### config.mk
export PLATFORM = sky130hd
export DESIGN_NAME = multicycle_controller
export DESIGN_NICKNAME = d
export VERILOG_FILES = /design/src/rtl/multicycle_controller.sv
export SDC_FILE = /design/constraint.sdc
export NUM_CORES = 1
export LEC_CHECK = 0
export CORE_MARGIN = 5
export CORE_UTILIZATION = 34
export DETAILED_ROUTE_END_ITERATION = 12
export PLACE_DENSITY = 0.78
export SKIP_LAST_GASP = 1
export SYNTH_ARGS = -nofsm -noshare
export SYNTH_HDL_FRONTEND = slang
export SYNTH_SLANG_ARGS = --single-unit
### constraint.sdc
create_clock -name clk -period 1.9 [get_ports clk]
set_input_delay 0.285 -clock clk [delete_from_list [all_inputs] [get_ports clk]]
set_output_delay 0.285 -clock clk [all_outputs]
set_load 0.03 [all_outputs]
### src/rtl/multicycle_controller.sv
// multicycle_controller: Moore sequencer for the multi-cycle RV32I datapath.
// Steps the shared ALU, unified memory port and register file through
// fetch/decode/execute/memory/writeback, stalling on the memory ready handshake.
module multicycle_controller (
    input  logic       clk,
    input  logic       rst,
    input  logic [6:0] Op,
    input  logic [2:0] funct3,
    input  logic [6:0] funct7,
    input  logic       Zero,
    input  logic       MemReady,
    output logic       PCWrite,
    output logic       AdrSrc,
    output logic       MemWrite,
    output logic       IRWrite,
    output logic [1:0] ResultSrc,
    output logic [1:0] ALUSrcA,
    output logic [1:0] ALUSrcB,
    output logic [1:0] ImmSrc,
    output logic [2:0] ALUControl,
    output logic       RegWrite,
    output logic       IllegalOp,
    output logic [3:0] State
);

    localparam int unsigned STATE_W = 4;

    localparam logic [6:0] OP_LW   = 7'b0000011;
    localparam logic [6:0] OP_SW   = 7'b0100011;
    localparam logic [6:0] OP_RTYP = 7'b0110011;
    localparam logic [6:0] OP_ITYP = 7'b0010011;
    localparam logic [6:0] OP_BEQ  = 7'b1100011;
    localparam logic [6:0] OP_JAL  = 7'b1101111;

    localparam logic [2:0] ALU_ADD = 3'b000;
    localparam logic [2:0] ALU_SUB = 3'b001;
    localparam logic [2:0] ALU_AND = 3'b010;
    localparam logic [2:0] ALU_OR  = 3'b011;
    localparam logic [2:0] ALU_SLT = 3'b101;

    typedef enum logic [STATE_W-1:0] {
        FETCH    = 4'd0,
        DECODE   = 4'd1,
        MEMADR   = 4'd2,
        MEMREAD  = 4'd3,
        MEMWB    = 4'd4,
        MEMWRITE = 4'd5,
        EXECR    = 4'd6,
        ALUWB    = 4'd7,
        EXECI    = 4'd8,
        JAL      = 4'd9,
        BEQ      = 4'd10
    } state_t;

    state_t     state_q;
    state_t     state_d;
    logic [2:0] funct_alu;
    logic       pc_update;
    logic       branch;

    // Only funct7[5] distinguishes sub from add; the other bits are don't-care.
    logic unused_funct7;
    assign unused_funct7 = ^{funct7[6], funct7[4:0]};

    // ALU operation selected by funct3/funct7 for R-type and I-type execute.
    always_comb begin
        funct_alu = ALU_ADD;
        case (funct3)
            3'b000:  funct_alu = (Op == OP_RTYP && funct7[5]) ? ALU_SUB : ALU_ADD;
            3'b010:  funct_alu = ALU_SLT;
            3'b110:  funct_alu = ALU_OR;
            3'b111:  funct_alu = ALU_AND;
            default: funct_alu = ALU_ADD;
        endcase
    end

    // Immediate format follows the opcode in every state.
    always_comb begin
        ImmSrc = 2'b00;
        case (Op)
            OP_SW:   ImmSrc = 2'b01;
            OP_BEQ:  ImmSrc = 2'b10;
            OP_JAL:  ImmSrc = 2'b11;
            default: ImmSrc = 2'b00;
        endcase
    end

    // Next-state and Moore output decode; write strobes are masked during reset.
    always_comb begin
        state_d    = state_q;
        pc_update  = 1'b0;
        branch     = 1'b0;
        AdrSrc     = 1'b0;
        MemWrite   = 1'b0;
        IRWrite    = 1'b0;
        ResultSrc  = 2'b00;
        ALUSrcA    = 2'b00;
        ALUSrcB    = 2'b00;
        ALUControl = ALU_ADD;
        RegWrite   = 1'b0;
        IllegalOp  = 1'b0;

        case (state_q)
            FETCH: begin
                ALUSrcB   = 2'b10;
                ResultSrc = 2'b10;
                IRWrite   = MemReady;
                pc_update = MemReady;
                if (MemReady) state_d = DECODE;
            end
            DECODE: begin
                ALUSrcA = 2'b01;
                ALUSrcB = 2'b01;
                case (Op)
                    OP_LW, OP_SW: state_d = MEMADR;
                    OP_RTYP:      state_d = EXECR;
                    OP_ITYP:      state_d = EXECI;
                    OP_BEQ:       state_d = BEQ;
                    OP_JAL:       state_d = JAL;
                    default: begin
                        state_d   = FETCH;
                        IllegalOp = 1'b1;
                    end
                endcase
            end
            MEMADR: begin
                ALUSrcA = 2'b10;
                ALUSrcB = 2'b01;
                state_d = (Op == OP_LW) ? MEMREAD : MEMWRITE;
            end
            MEMREAD: begin
                AdrSrc = 1'b1;
                if (MemReady) state_d = MEMWB;
            end
            MEMWB: begin
                ResultSrc = 2'b01;
                RegWrite  = 1'b1;
                state_d   = FETCH;
            end
            MEMWRITE: begin
                AdrSrc   = 1'b1;
                MemWrite = 1'b1;
                if (MemReady) state_d = FETCH;
            end
            EXECR: begin
                ALUSrcA    = 2'b10;
                ALUControl = funct_alu;
                state_d    = ALUWB;
            end
            EXECI: begin
                ALUSrcA    = 2'b10;
                ALUSrcB    = 2'b01;
                ALUControl = funct_alu;
                state_d    = ALUWB;
            end
            ALUWB: begin
                RegWrite = 1'b1;
                state_d  = FETCH;
            end
            JAL: begin
                ALUSrcA   = 2'b01;
                ALUSrcB   = 2'b10;
                pc_update = 1'b1;
                state_d   = ALUWB;
            end
            BEQ: begin
                ALUSrcA    = 2'b10;
                ALUControl = ALU_SUB;
                branch     = 1'b1;
                state_d    = FETCH;
            end
            default: state_d = FETCH;
        endcase

        PCWrite = pc_update | (branch & Zero);

        if (rst) begin
            PCWrite   = 1'b0;
            IRWrite   = 1'b0;
            MemWrite  = 1'b0;
            RegWrite  = 1'b0;
            IllegalOp = 1'b0;
        end
    end

    // State register; reset returns to FETCH without waiting for a clock edge.
    always_ff @(posedge clk or posedge rst) begin
        if (rst) state_q <= FETCH;
        else     state_q <= state_d;
    end

    assign State = STATE_W'(state_q);

endmodule
---- Word-level counts from Yosys, hierarchy flattened ----
Index checks and enable logic that the tools add are counted.
word-level totals
  register bits ........................... 4
  input bits .............................. 21
  output and inout port bits .............. 21
  word-level logic and storage cells ...... 65
cells by class
  eq/ne operators ......................... 22
  multiplexer cells ....................... 26
  bitwise gates (word level) .............. 2
  reduce and logical (&&, ||, !) cells .... 14
operators with widths
  cell                  number
  $pmux W4 S6           1
  $pmux W4 S5           1
  $eq A4 B3 Y1 const B  4
  $eq A7 B6 Y1 const B  2
  $eq A7 B7 Y1 const B  2
  $mux W1               13
  $eq A4 B4 Y1 const B  3
  $mux W4               3
  $pmux W2 S2           3
  $pmux W3 S4           1
  $reduce_or A2 Y1      6
  $eq A4 B2 Y1 const B  2
  $eq A7 B2 Y1 const B  1
  $eq A7 B5 Y1 const B  1
  $eq A3 B3 Y1 const B  2
  $ne A2 B2 Y1 const B  3
  $pmux W2 S3           1
  $pmux W3 S2           1
  $reduce_or A3 Y1      2
  $reduce_or A6 Y1      1
  $eq A4 B1 Y1 const B  1
  $logic_not A4 Y1      1
  $reduce_or A4 Y1      1
  $eq A3 B2 Y1 const B  1
  7 further kinds       7

---- Depth between registers and ports, before layout ----
  depth in word-level cells ............... 5
  mapped depth ............................ 5
  mapped depth without buffers ............ 4

---- Least setup slack after synthesis ----
No wires, ideal clock.
  kind .................................... register to output
  start ................................... register state_q[3] (netlist: State[3])
  end ..................................... output port IRWrite
  data arrival time ....................... 2.270 ns
  required time ........................... 1.615 ns
  setup slack ............................. -0.655 ns
  cell stages (with the launch flop) ...... 4
  path buffers ............................ 1
  cells stage by stage .................... dfrtp_1 clkbuf_1 nor4_1 and3_1
between the ends
  cells in the longest elaborated chain, start to end .. 3
RTL lines
  element                 line  RTL
  from (decl)             55    state_t state_q;
  from (signal assigned)  189   else state_q <= state_d;
  $logic_not A4 Y1        103   case (state_q)
  $mux W1                 103
  $mux W1                 177   if (rst) begin
  to (decl)               15    output logic IRWrite,
Every way passes these cells.

---- Worst setup path in the final report ----
  start ................................... register state_q[1] (netlist: State[1])
  end ..................................... output port IllegalOp
between the ends
  cells in the longest elaborated chain, start to end .. 3
RTL lines
  element       line  RTL
  $eq A4 B1 Y1  103
  $mux W1       103
  $mux W1       177
  to (decl)     22    output logic IllegalOp,
Every way passes these cells.

==> results.sh <==
export IMPL_final_antenna_net_count=0
export IMPL_drive_gt1_frac=0.5375
export IMPL_power_density_nw_per_um2=443.9
export IMPL_routabilityCongestion=0.7996
export IMPL_slew_headroom=0.7101
export IMPL_cts_path_max_buffers=2
export IMPL_finalWirelength_um=3289
export IMPL_cts_tree="done"
export IMPL_ys_seq_elements=4
export IMPL_vias=1025
export IMPL_synth_area_um2=609.3
export IMPL_wl_per_cell_um=17.78
export IMPL_antenna_found_initial=0
export IMPL_syn_inst=86
export IMPL_fill_cells=92
export IMPL_vias_per_cell=5.541
export IMPL_hp_class="input port to async pin"
export IMPL_final_nets=182
export IMPL_syn_to_final_growth_pct=144.8
export IMPL_worst_ep_required_time_ps=1620
export IMPL_coreArea_um2=1708
export IMPL_reg2reg_depth=5
export IMPL_crit_type="register to primary output"
export IMPL_final_util=0.8733
export IMPL_hold_buffers=0
export IMPL_finClkSkew_ps=16.00
export IMPL_ir_worst_vdd_mv=0.3835
export IMPL_setup_ws_ps=-132.6
export IMPL_reg2reg_to="State[0]$_DFFE_PP0P_"
export IMPL_syn_nets=107
export IMPL_fin_setup_tns_ps=-140.0
export IMPL_post_route_period_util=1.070
export IMPL_die_area_um2=2739
export IMPL_r2r_start="State[1]$_DFFE_PP0P_"
export IMPL_yosysTopAreaCellShare=0.1643
export IMPL_violations="setup timing"
export IMPL_startpoint_type="register"
export IMPL_synth_area_leaders="dfrtp_1 (16%), nand2b_1 (7.2%), nor4_1 (5.1%)"
export IMPL_status="finished, violations left"
export IMPL_max_cap_viol_count=0
export IMPL_rsz0062_at_grt="true"
export IMPL_hold_viol=0
export IMPL_post_dp_hpwl_um=1671
export IMPL_multi_input_area_um2=620.6
export IMPL_dieWidth_um=52.34
export IMPL_arrival_ps=1750
export IMPL_tightest_slew_ps=429.4
export IMPL_min_period_ps=2033
export IMPL_setup_violations_final=2
export IMPL_synth_avg_cell_area_um2=7.085
export IMPL_root_buffer="clkbuf_4"
export IMPL_chipHeight_um=52.34
export IMPL_crit_path_end_kind="primary output"
export IMPL_numCtsBuffers=3
export IMPL_clock_sinks=4
export IMPL_io_buffers=35
export IMPL_yosysSeqAreaShare=0.1643
export IMPL_ios=42
export IMPL_start_util=0.3568
export IMPL_first_iter_violations=37
export IMPL_finalMaxSlewViolations=0
export IMPL_antennaDiodeCount=0
export IMPL_grt_use_total=0.1791
export IMPL_largest_register_ffs=4
export IMPL_synth_cell_types=35
export IMPL_grt_pass1_vias=861
export IMPL_dr_pass1_iters=4
export IMPL_synth_area_leader_cell="dfrtp_1"
export IMPL_grt_overflow_total=0
export IMPL_rrSetupSlack_ps=60
export IMPL_clk_pin_slew_worst_paths_ps=60
export IMPL_dp_slack_ps=-108.8
export IMPL_register_area_um2=103.9
export IMPL_crit_fanout=2
export IMPL_drc=0
export IMPL_grt_start_max_net_pins=18
export IMPL_p_leak_uw=0.0007237
export IMPL_fmaxAchievable_mhz=492.0
export IMPL_hold_slack_ps=458.9
export IMPL_grt_pass1_wl_um=3691
export IMPL_yosysWarnings=0
export IMPL_rows=15
export IMPL_cts_max_level=1
export IMPL_clkLatencyLatePin_ps=260
[metrics by stage]
| stage | power (uW) | cell area, um2 | instances |
|---|---|---|---|
| final | 662.0 | 1491 | 185 |
| after global routing | 689.4 | 1491 | 185 |
| after CTS | 590.7 | 1252 | 166 |
| after detailed placement | 435.5 | 1107 | 153 |
| after global placement | 432.3 | 1107 | 153 |
| after floorplan | 300.5 | 688.2 | 86 |
[cells in the mapped netlist]
| cell type | count |
|---|---|
| nor4_2 | 1 |
| nor3b_1 | 3 |
| buf_6 | 1 |
| a21o_1 | 2 |
| o31ai_1 | 1 |
| nor2_1 | 5 |
| o311ai_0 | 1 |
| nand3_1 | 1 |
| and3_1 | 3 |
| xnor2_1 | 1 |
| nand3b_1 | 1 |
| a31oi_1 | 3 |
| o21ai_0 | 2 |
| a32oi_1 | 1 |
| o22ai_1 | 3 |
| or4b_4 | 1 |
| and2b_1 | 1 |
| nor3_1 | 6 |
| maj3_1 | 1 |
| clkbuf_1 | 4 |
| nand2_1 | 5 |
| a21oi_1 | 5 |
| inv_1 | 5 |
| nand4bb_1 | 1 |
| a311oi_1 | 1 |
| o32ai_1 | 1 |
| dfrtp_1 | 4 |
| nand4b_1 | 1 |
| or3b_2 | 1 |
| nor2b_1 | 4 |
| nor4_1 | 5 |
| xor2_1 | 2 |
| o21bai_1 | 1 |
| nand2b_1 | 7 |
| and2_1 | 1 |
[cell type report]
cell class,count,share of cell area
tap,25,0.02097
inverter,5,0.01258
multi-input combinational,72,0.4161
clock buffer,4,0.01762
sequential,4,0.06963
timing repair buffer,75,0.4631
[placed cells by master, fill, tap and decap left out, drive strengths merged, types with 2 or more instances in the layout]
master	netlist	final
a21o	2	2
a21oi	5	5
a31oi	3	3
and3	3	3
buf	1	55
clkbuf	4	4
clkdlybuf4s50	0	10
dfrtp	4	4
dlygate4sd2	0	2
dlymetal6s2s	0	8
inv	5	5
nand2	5	5
nand2b	7	7
nor2	5	5
nor2b	4	4
nor3	6	6
nor3b	3	3
nor4	6	6
o21ai	2	2
o22ai	3	3
xor2	2	2
[how the worst max path moves through the flow]
stage	endpoint	start	depth (start not counted)	slack, ps
floorplan	ALUSrcB[1]	State[3]$_DFFE_PP0P_	3	-110
global placement	ALUControl[0]	Op[3]	6	-60
detailed placement	ALUControl[0]	Op[3]	6	-110
CTS	IllegalOp	Op[2]	7	-70
global route	IllegalOp	State[1]$_DFFE_PP0P_	3	-170
finish	IllegalOp	State[1]$_DFFE_PP0P_	3	-130
[cells by family after synthesis]
group | after synthesis | synth area share
xor+xnor | 3 | 0.04313
compound gates | 21 | 0.2259
fa+ha+maj | 1 | 0.01643
simple gates | 47 | 0.4764
flops | 4 | 0.1643
buf+inv | 10 | 0.07392
[repair_timing]
| item | CTS | global route |
|---|---|---|
| gates cloned | 0 | 0 |
| pin swaps | 6 | 11 |
| buffers inserted | 9 | 19 |
| gates resized for setup | 13 | 21 |
| setup endpoints to repair | 9 | 9 |
[where the power goes]
group | switching [uW] | internal (uW)
clock network | 53.2 | 80.0
logic | 220 | 206
registers | 10.1 | 92.4
total | 284 | 378
[worst max-delay path, stage by stage (launching register included)]
cell     delay (ps)
dfrtp_1         420
or4b_4          590
nor4_4          320
buf_6           170
[layer usage]
| metal | GRT usage | share of wire | up-vias | wire length (um) |
|---|---|---|---|---|
| met4 | 0.05532 | 0.035 | 0 | 115 |
| met2 | 0.3079 | 0.54 | 62 | 1792 |
| li1 | - | - | 469 | - |
| met5 | 0 | 0 | - | 0 |
| met1 | 0.2034 | 0.35 | 478 | 1159 |
| met3 | 0.06553 | 0.067 | 16 | 221 |
No activity file was read; power rests on OpenSTA's default activity.
